$ cat config.mk
export PLATFORM = sky130hd
export DESIGN_NAME = sub_divider_ctrl
export DESIGN_NICKNAME = d
export VERILOG_FILES = /design/src/rtl/div_pkg.sv /design/src/rtl/div_step.sv /design/src/rtl/sub_divider_ctrl.sv
export SDC_FILE = /design/constraint.sdc
export NUM_CORES = 1
export LEC_CHECK = 0
export BUFFER_PORTS_ARGS = -buffer_cell sky130_fd_sc_hd__buf_2
export CAP_MARGIN = 20
export CORE_MARGIN = 2
export CORE_UTILIZATION = 50
export CTS_BUF_LIST = sky130_fd_sc_hd__clkbuf_8
export DETAILED_ROUTE_END_ITERATION = 16
export PLACE_DENSITY = 0.72
export SYNTH_ARGS = -nofsm -noshare
export SYNTH_HDL_FRONTEND = slang
export SYNTH_SLANG_ARGS = --single-unit
export TNS_END_PERCENT = 5
$ cat constraint.sdc
create_clock -name clk -period 4.3 [get_ports clk]
set_input_delay 0.645 -clock clk [delete_from_list [all_inputs] [get_ports clk]]
set_output_delay 0.645 -clock clk [all_outputs]
set_load 0.02 [all_outputs]
$ cat src/rtl/div_pkg.sv
// div_pkg: shared FSM state encoding for the restoring divider
package div_pkg;
  typedef enum logic [1:0] {IDLE, RUN, DONE} state_t;
endpackage

$ cat src/rtl/div_step.sv
// div_step: one combinational restoring-division step (shift, subtract, select)
module div_step #(
  parameter int N = 4
) (
  input  logic [N:0]   i_rem,
  input  logic         i_bit,
  input  logic [N-1:0] i_dvs,
  output logic [N:0]   o_rem,
  output logic         o_qbit
);
  logic [N+1:0] w_sh;
  logic [N+1:0] w_diff;
  assign w_sh   = {i_rem, i_bit};
  assign w_diff = w_sh - {2'b00, i_dvs};
  assign o_qbit = ~w_diff[N+1];
  assign o_rem  = o_qbit ? w_diff[N:0] : w_sh[N:0];
endmodule

$ cat src/rtl/sub_divider_ctrl.sv
// sub_divider_ctrl: N-cycle restoring unsigned divider; DIV_ZERO_CHECK_EN enables 1-cycle divide-by-zero handling
module sub_divider_ctrl
  import div_pkg::*;
#(
  parameter int N = 4
) (
  input  logic         clk,
  input  logic         rst,
  input  logic         start,
  input  logic [N-1:0] dividend,
  input  logic [N-1:0] divisor,
  output logic         busy,
  output logic         done,
  output logic [N-1:0] quotient,
  output logic [N-1:0] remainder,
  output logic         div_by_zero
);
  localparam int CW = $clog2(N) + 1;
  state_t        r_state;
  logic [N:0]    r_rem;
  logic [N-1:0]  r_dvd;
  logic [N-1:0]  r_dvs;
  logic [CW-1:0] r_cnt;
  logic [N:0]    w_rem;
  logic          w_qbit;
  div_step #(.N(N)) u_step (
    .i_rem  (r_rem),
    .i_bit  (r_dvd[N-1]),
    .i_dvs  (r_dvs),
    .o_rem  (w_rem),
    .o_qbit (w_qbit)
  );
  // r_dvd shifts dividend bits out of the top while quotient bits enter at the bottom
  always_ff @(posedge clk) begin
    if (rst) begin
      r_state     <= IDLE;
      r_rem       <= '0;
      r_dvd       <= '0;
      r_dvs       <= '0;
      r_cnt       <= '0;
      busy        <= 1'b0;
      done        <= 1'b0;
      quotient    <= '0;
      remainder   <= '0;
      div_by_zero <= 1'b0;
    end else begin
      done <= 1'b0;
      case (r_state)
        IDLE: if (start) begin
          r_dvd       <= dividend;
          r_dvs       <= divisor;
          r_rem       <= '0;
          r_cnt       <= '0;
          div_by_zero <= 1'b0;
`ifdef DIV_ZERO_CHECK_EN
          if (divisor == '0) begin
            r_state     <= DONE;
            done        <= 1'b1;
            quotient    <= '1;
            remainder   <= dividend;
            div_by_zero <= 1'b1;
          end else begin
            r_state <= RUN;
            busy    <= 1'b1;
          end
`else
          r_state <= RUN;
          busy    <= 1'b1;
`endif
        end
        RUN: begin
          r_rem <= w_rem;
          r_dvd <= {r_dvd[N-2:0], w_qbit};
          r_cnt <= r_cnt + CW'(1);
          if (r_cnt == CW'(N - 1)) begin
            r_state   <= DONE;
            busy      <= 1'b0;
            done      <= 1'b1;
            quotient  <= {r_dvd[N-2:0], w_qbit};
            remainder <= w_rem[N-1:0];
          end
        end
        DONE:    r_state <= IDLE;
        default: r_state <= IDLE;
      endcase
    end
  end
endmodule

After elaboration in Yosys (flattened, before gate mapping)
Index checks and enable logic that the tools add are counted.
{"block": "op_classes", "n_addsub": 2, "eq_ne": 4, "mux": 14, "bitwise_logic": 2, "n_reduce_logical": 8}
{"operator": "5-bit 2-to-1 mux", "count": 2}
{"operator": "5-bit one-hot mux with 2 select lines", "count": 1}
{"operator": "4-bit one-hot mux with 2 select lines", "count": 1}
{"operator": "2-bit AND reduction", "count": 4}
{"operator": "3-bit one-hot mux with 2 select lines", "count": 1}
{"operator": "6-bit by 4-bit subtractor with 6-bit output", "count": 1}
{"operator": "2-bit 2-to-1 mux", "count": 2}
{"operator": "4-bit 2-to-1 mux", "count": 1}
{"operator": "2-bit != test (second input constant)", "count": 2}
{"operator": "2-bit one-hot mux with 2 select lines", "count": 1}
{"operator": "3-bit by 1-bit adder with 3-bit output (second input constant)", "count": 1}
{"operator": "3-bit by 2-bit == test with 1-bit output (second input constant)", "count": 1}
{"operator": "1-bit 2-to-1 mux", "count": 3}
{"operator": "3-bit 2-to-1 mux", "count": 1}
{"operator": "3-bit AND reduction", "count": 1}
{"operator": "2-bit by 1-bit == test with 1-bit output (second input constant)", "count": 1}
{"operator": "2-bit zero test", "count": 1}
{"operator": "1-bit inverter", "count": 2}
{"operator": "1-bit one-hot mux with 2 select lines", "count": 1}
{"operator": "2-bit nonzero test", "count": 1}
{"operator": "2-bit OR reduction", "count": 1}
{"block": "totals", "ff_bits": 28, "output_inout_bits": 11, "word_cells": 39}

Logic depth before layout (Yosys ltp)
{"block": "logic_depth", "word_depth": 3, "mapped_depth": 9}

Cells and area by module
Synthesis repeated with hierarchy kept, for this count alone.
{"block": "unflattened", "hier_cells": 153, "area_unflattened_um2": 1486.4}
{"mod": "sub_divider_ctrl", "n_inst": 1, "cells_each": 116, "area_each_um2": 1142.3, "seq_area_each_um2": 560.5}
{"mod": "div_step", "n_inst": 1, "cells_each": 37, "area_each_um2": 344.1, "seq_area_each_um2": 0.0}

Worst setup path after synthesis
No wires, ideal clock.
{"block": "synth_timing", "kind": "register to register", "from": "register r_dvs[1]", "to": "register remainder[0]", "arrival_time_ns": 1.744, "required_ns": 4.178, "setup_slack_ns": 2.434, "path_stages_with_launch": 8, "path_buffers": 0, "cell_sequence": "dfxtp_1 -> inv_1 -> ha_1 -> nor2b_1 -> o2111ai_1 -> o211ai_4 -> and4_1 -> a311o_1"}
{"block": "synth_between", "elab_chain_cells": 2}
{"item": "start, declared", "line_no": "sub_divider_ctrl.sv:22", "text": "logic [N-1:0] r_dvs;"}
{"item": "start signal, assigned", "line_no": "sub_divider_ctrl.sv:51", "text": "r_dvs <= divisor;"}
{"item": "6-bit by 4-bit subtractor with 6-bit output", "line_no": "div_step.sv:14", "text": "assign w_diff = w_sh - {2'b00, i_dvs};"}
{"item": "5-bit 2-to-1 mux", "line_no": "div_step.sv:16", "text": "assign o_rem = o_qbit ? w_diff[N:0] : w_sh[N:0];"}
{"item": "end signal, assigned", "line_no": "sub_divider_ctrl.sv:80", "text": "remainder <= w_rem[N-1:0];"}
{"item": "end, declared", "line_no": "sub_divider_ctrl.sv:15", "text": "output logic [N-1:0] remainder,"}
No other way between the ends.
A chain may end at the register's enable or synchronous reset.

Final worst setup path
Ends and elaborated chain as after synthesis.

==> metrics.yaml <==
outcome:
  status: "completed"
clock_network:
  cts_root_buf: "clkbuf_8"
  post-cts-setup-buffer-count: 0
  cts.htree.levels: 1
  cts_resized: 0
  cts.sinks: 28
  cts-buffers-inserted: 3
  cts_tree: "built"
  clk_latency_ns: 0.27
  cts_buffer_depth: 2
  ctsHoldBuffers: 0
  clkTransAtPathRegs_ns: 0.09
global_route:
  grt_pass1_wl_um: 4750
  grt_overflow: 0
  grtUsageTotal_pct: 18.8
  grt_max_degree: 25
  antenna_found_initial: 0
  grt_pass1_vias: 1098
placement:
  gp_congestion: 0.835
  hpwlAfterDp_um: 2110
  io_buffer_count: 20
cells_and_area:
  nFillCells: 247
  antennaDiodeCount: 0
  fin_nets: 199
  multi_input_area_um2: 739
  regArea_um2: 561
  area_growth_pct: 10.1
  layout-drive-gt1-share_pct: 15.6
timing:
  min_period_ns: 2.06
  period_share_pct: 47.8
  worst_slew_pin_slew_ns: 0.717
  rsz0062_at_grt: "false"
  skew_ns: 0.00542
  setup_viol: 0
  tns_ns: 0
  hold_viol: 0
  max_slew_margin_pct: 52.1
  fmax_mhz: 486
  slew_viol_final: 0
logic_synthesis:
  synth-compound-area-share_pct: 20.4
  synthesis.area_mm2: 0.00137
  ys.flop_type: "dfxtp_1"
  synth_top_family_by_area: "simple AND/OR/NAND/NOR gates"
  ys_seq_elements: 28
  synth_largest_area_cell: "dfxtp_1"
  synth-seq-area-share_pct: 41.0
  synth_fa_ha_area_share_pct: 6.95
  synth_edf_count: 0
  yosys-top-cells-area: "dfxtp_1 41%, nand2_1 8.5%, a21oi_1 5.5%, ha_1 5.5%, nor2_1 5.5%"
  synth_top_area_share_pct: 41.0
  yosys.area_share.simple_pct: 22.9
  ys_top_cells_by_count: "31 x nand2_1, 28 x dfxtp_1, 20 x nor2_1"
  synth_cell_types: 40
  synth.area.mux_share_pct: 2.29
  yosysMostFrequentCell: "nand2_1"
  synthArstFlopShare_pct: 0
  synthXorXnorAreaFrac_pct: 1.28
  synth_warnings: 0
  netlist_instances: 165
  avgSynthCellArea_um2: 8.29
  synth_fp_nets: 183
die:
  die_h_um: 56.3
  initial_utilization_pct: 53.7
  rows: 18
  pin_count: 22
  dieArea_mm2: 0.00317
  die_w_um: 56.3
  core_mm2: 0.00254
drt:
  wl_per_cell_um: 13.7
  drc: 0
  vias: 1180
  initialDrtViolationCount: 17
  dr.pass1.iters: 4
  drt_wl_total_um: 2860
  antenna_left: 0
  vias_per_cell: 5.65
power:
  peakVddDrop_uv: 268
  leakagePower_nw: 0.603
  p_per_area_mw_per_mm2: 357
  total_power_w: 0.000537
setup_path:
  worstPathMaxFanout: 9
  required_ns: 4.47
  startpoint_type: "flop"
  r2r_start: "r_dvs[1]"
  setup.worst_path.start: "r_dvs[1]"
  critical_path_class: "flop to flop"
  worstPathArrival_ns: 2.22
  crit_path_end_kind: "flop"
run:
  maxCapViolCount: 0
hold_path:
  hp-class: "flop to flop"
  hp-start: "r_dvs[2]"
## per-stage QoR
stage | instances | setup WS [ns] | instance area [um^2] | utilization (%) | hold WS, ns
floorplan | 165 | 2.43 | 1370 | - | 0.436
global placement | 206 | 2.36 | 1460 | 57.5 | 0.441
detailed placement | 206 | 2.26 | 1460 | 57.5 | 0.450
CTS | 209 | 2.25 | 1510 | 59.1 | 0.462
global route | 209 | 2.14 | 1510 | 59.1 | 0.484
finish | 209 | 2.24 | 1510 | 59.1 | 0.461
## layout by cell type, fill, tap and decap left out, types with 2 or more instances in the layout
cell type | synthesis | final
xor2_1 | 2 | 2
nor2b_1 | 3 | 3
buf_2 | 3 | 20
mux2i_1 | 2 | 2
nand2_1 | 31 | 31
a311oi_1 | 4 | 4
ha_1 | 6 | 6
inv_1 | 7 | 7
a31oi_1 | 2 | 2
and2_1 | 2 | 2
a21oi_1 | 15 | 15
nand3_1 | 3 | 3
nand3b_1 | 2 | 2
o2111ai_1 | 2 | 2
o21ai_0 | 3 | 3
nor2_1 | 20 | 20
clkbuf_8 | 0 | 3
o21ai_1 | 3 | 3
dfxtp_1 | 28 | 28
o21a_1 | 2 | 2
## cell families (layout without fill, tap and decap cells)
| family | Yosys count | in the layout |
|---|---|---|
| buf+inv | 16 | 30 |
| compound gates | 39 | 39 |
| mux | 3 | 3 |
| xor+xnor | 2 | 2 |
| flops | 28 | 28 |
| fa+ha+maj | 7 | 7 |
| simple gates | 69 | 69 |
| other cells | 1 | 1 |
## metal layers
layer	global-route usage, %	vias up	part of all wire, %
li1	-	600	-
met1	22.7	553	46
met2	33.6	22	49
met3	4.61	5	4.2
met4	4.08	0	0.84
met5	0	-	0
## cell type report
type                    instances  share of cell area (%)
clock buffers                   3                    2.74
inverters                       7                    1.75
multi-input cells             121                    49.1
flip-flops and latches         28                    37.2
well taps                      30                    2.49
repair buffers                 20                    6.65
## flip-flops by register name, summed over array words and instances (netlist names)
name / count
busy: 1
done: 1
quotient: 4
r_cnt: 3
r_dvd: 4
r_dvs: 4
r_rem: 5
r_state: 2
remainder: 4
## power by group
group	switching, W	leakage, nW	internal, W
registers	0.0000115	0.228	0.000272
clock network	0.0000764	0.0216	0.0000629
logic	0.0000651	0.353	0.0000493
## critical path: stages, from the launching register on
cell and delay [ns]:
dfxtp_1 0.34, inv_1 0.07, ha_1 0.27, nor2b_1 0.17
o2111ai_1 0.35, o211ai_4 0.20, and4_1 0.24, a311o_1 0.31
## final timing paths
check	cells after the start	slack, ns	to
hold reg to reg	2	0.46	r_dvs[2]
setup reg to reg	7	2.24	remainder[0]
hold / removal	2	0.46	r_dvs[2]
setup / recovery	7	2.24	remainder[0]
No activity file was read; power rests on OpenSTA's default activity.
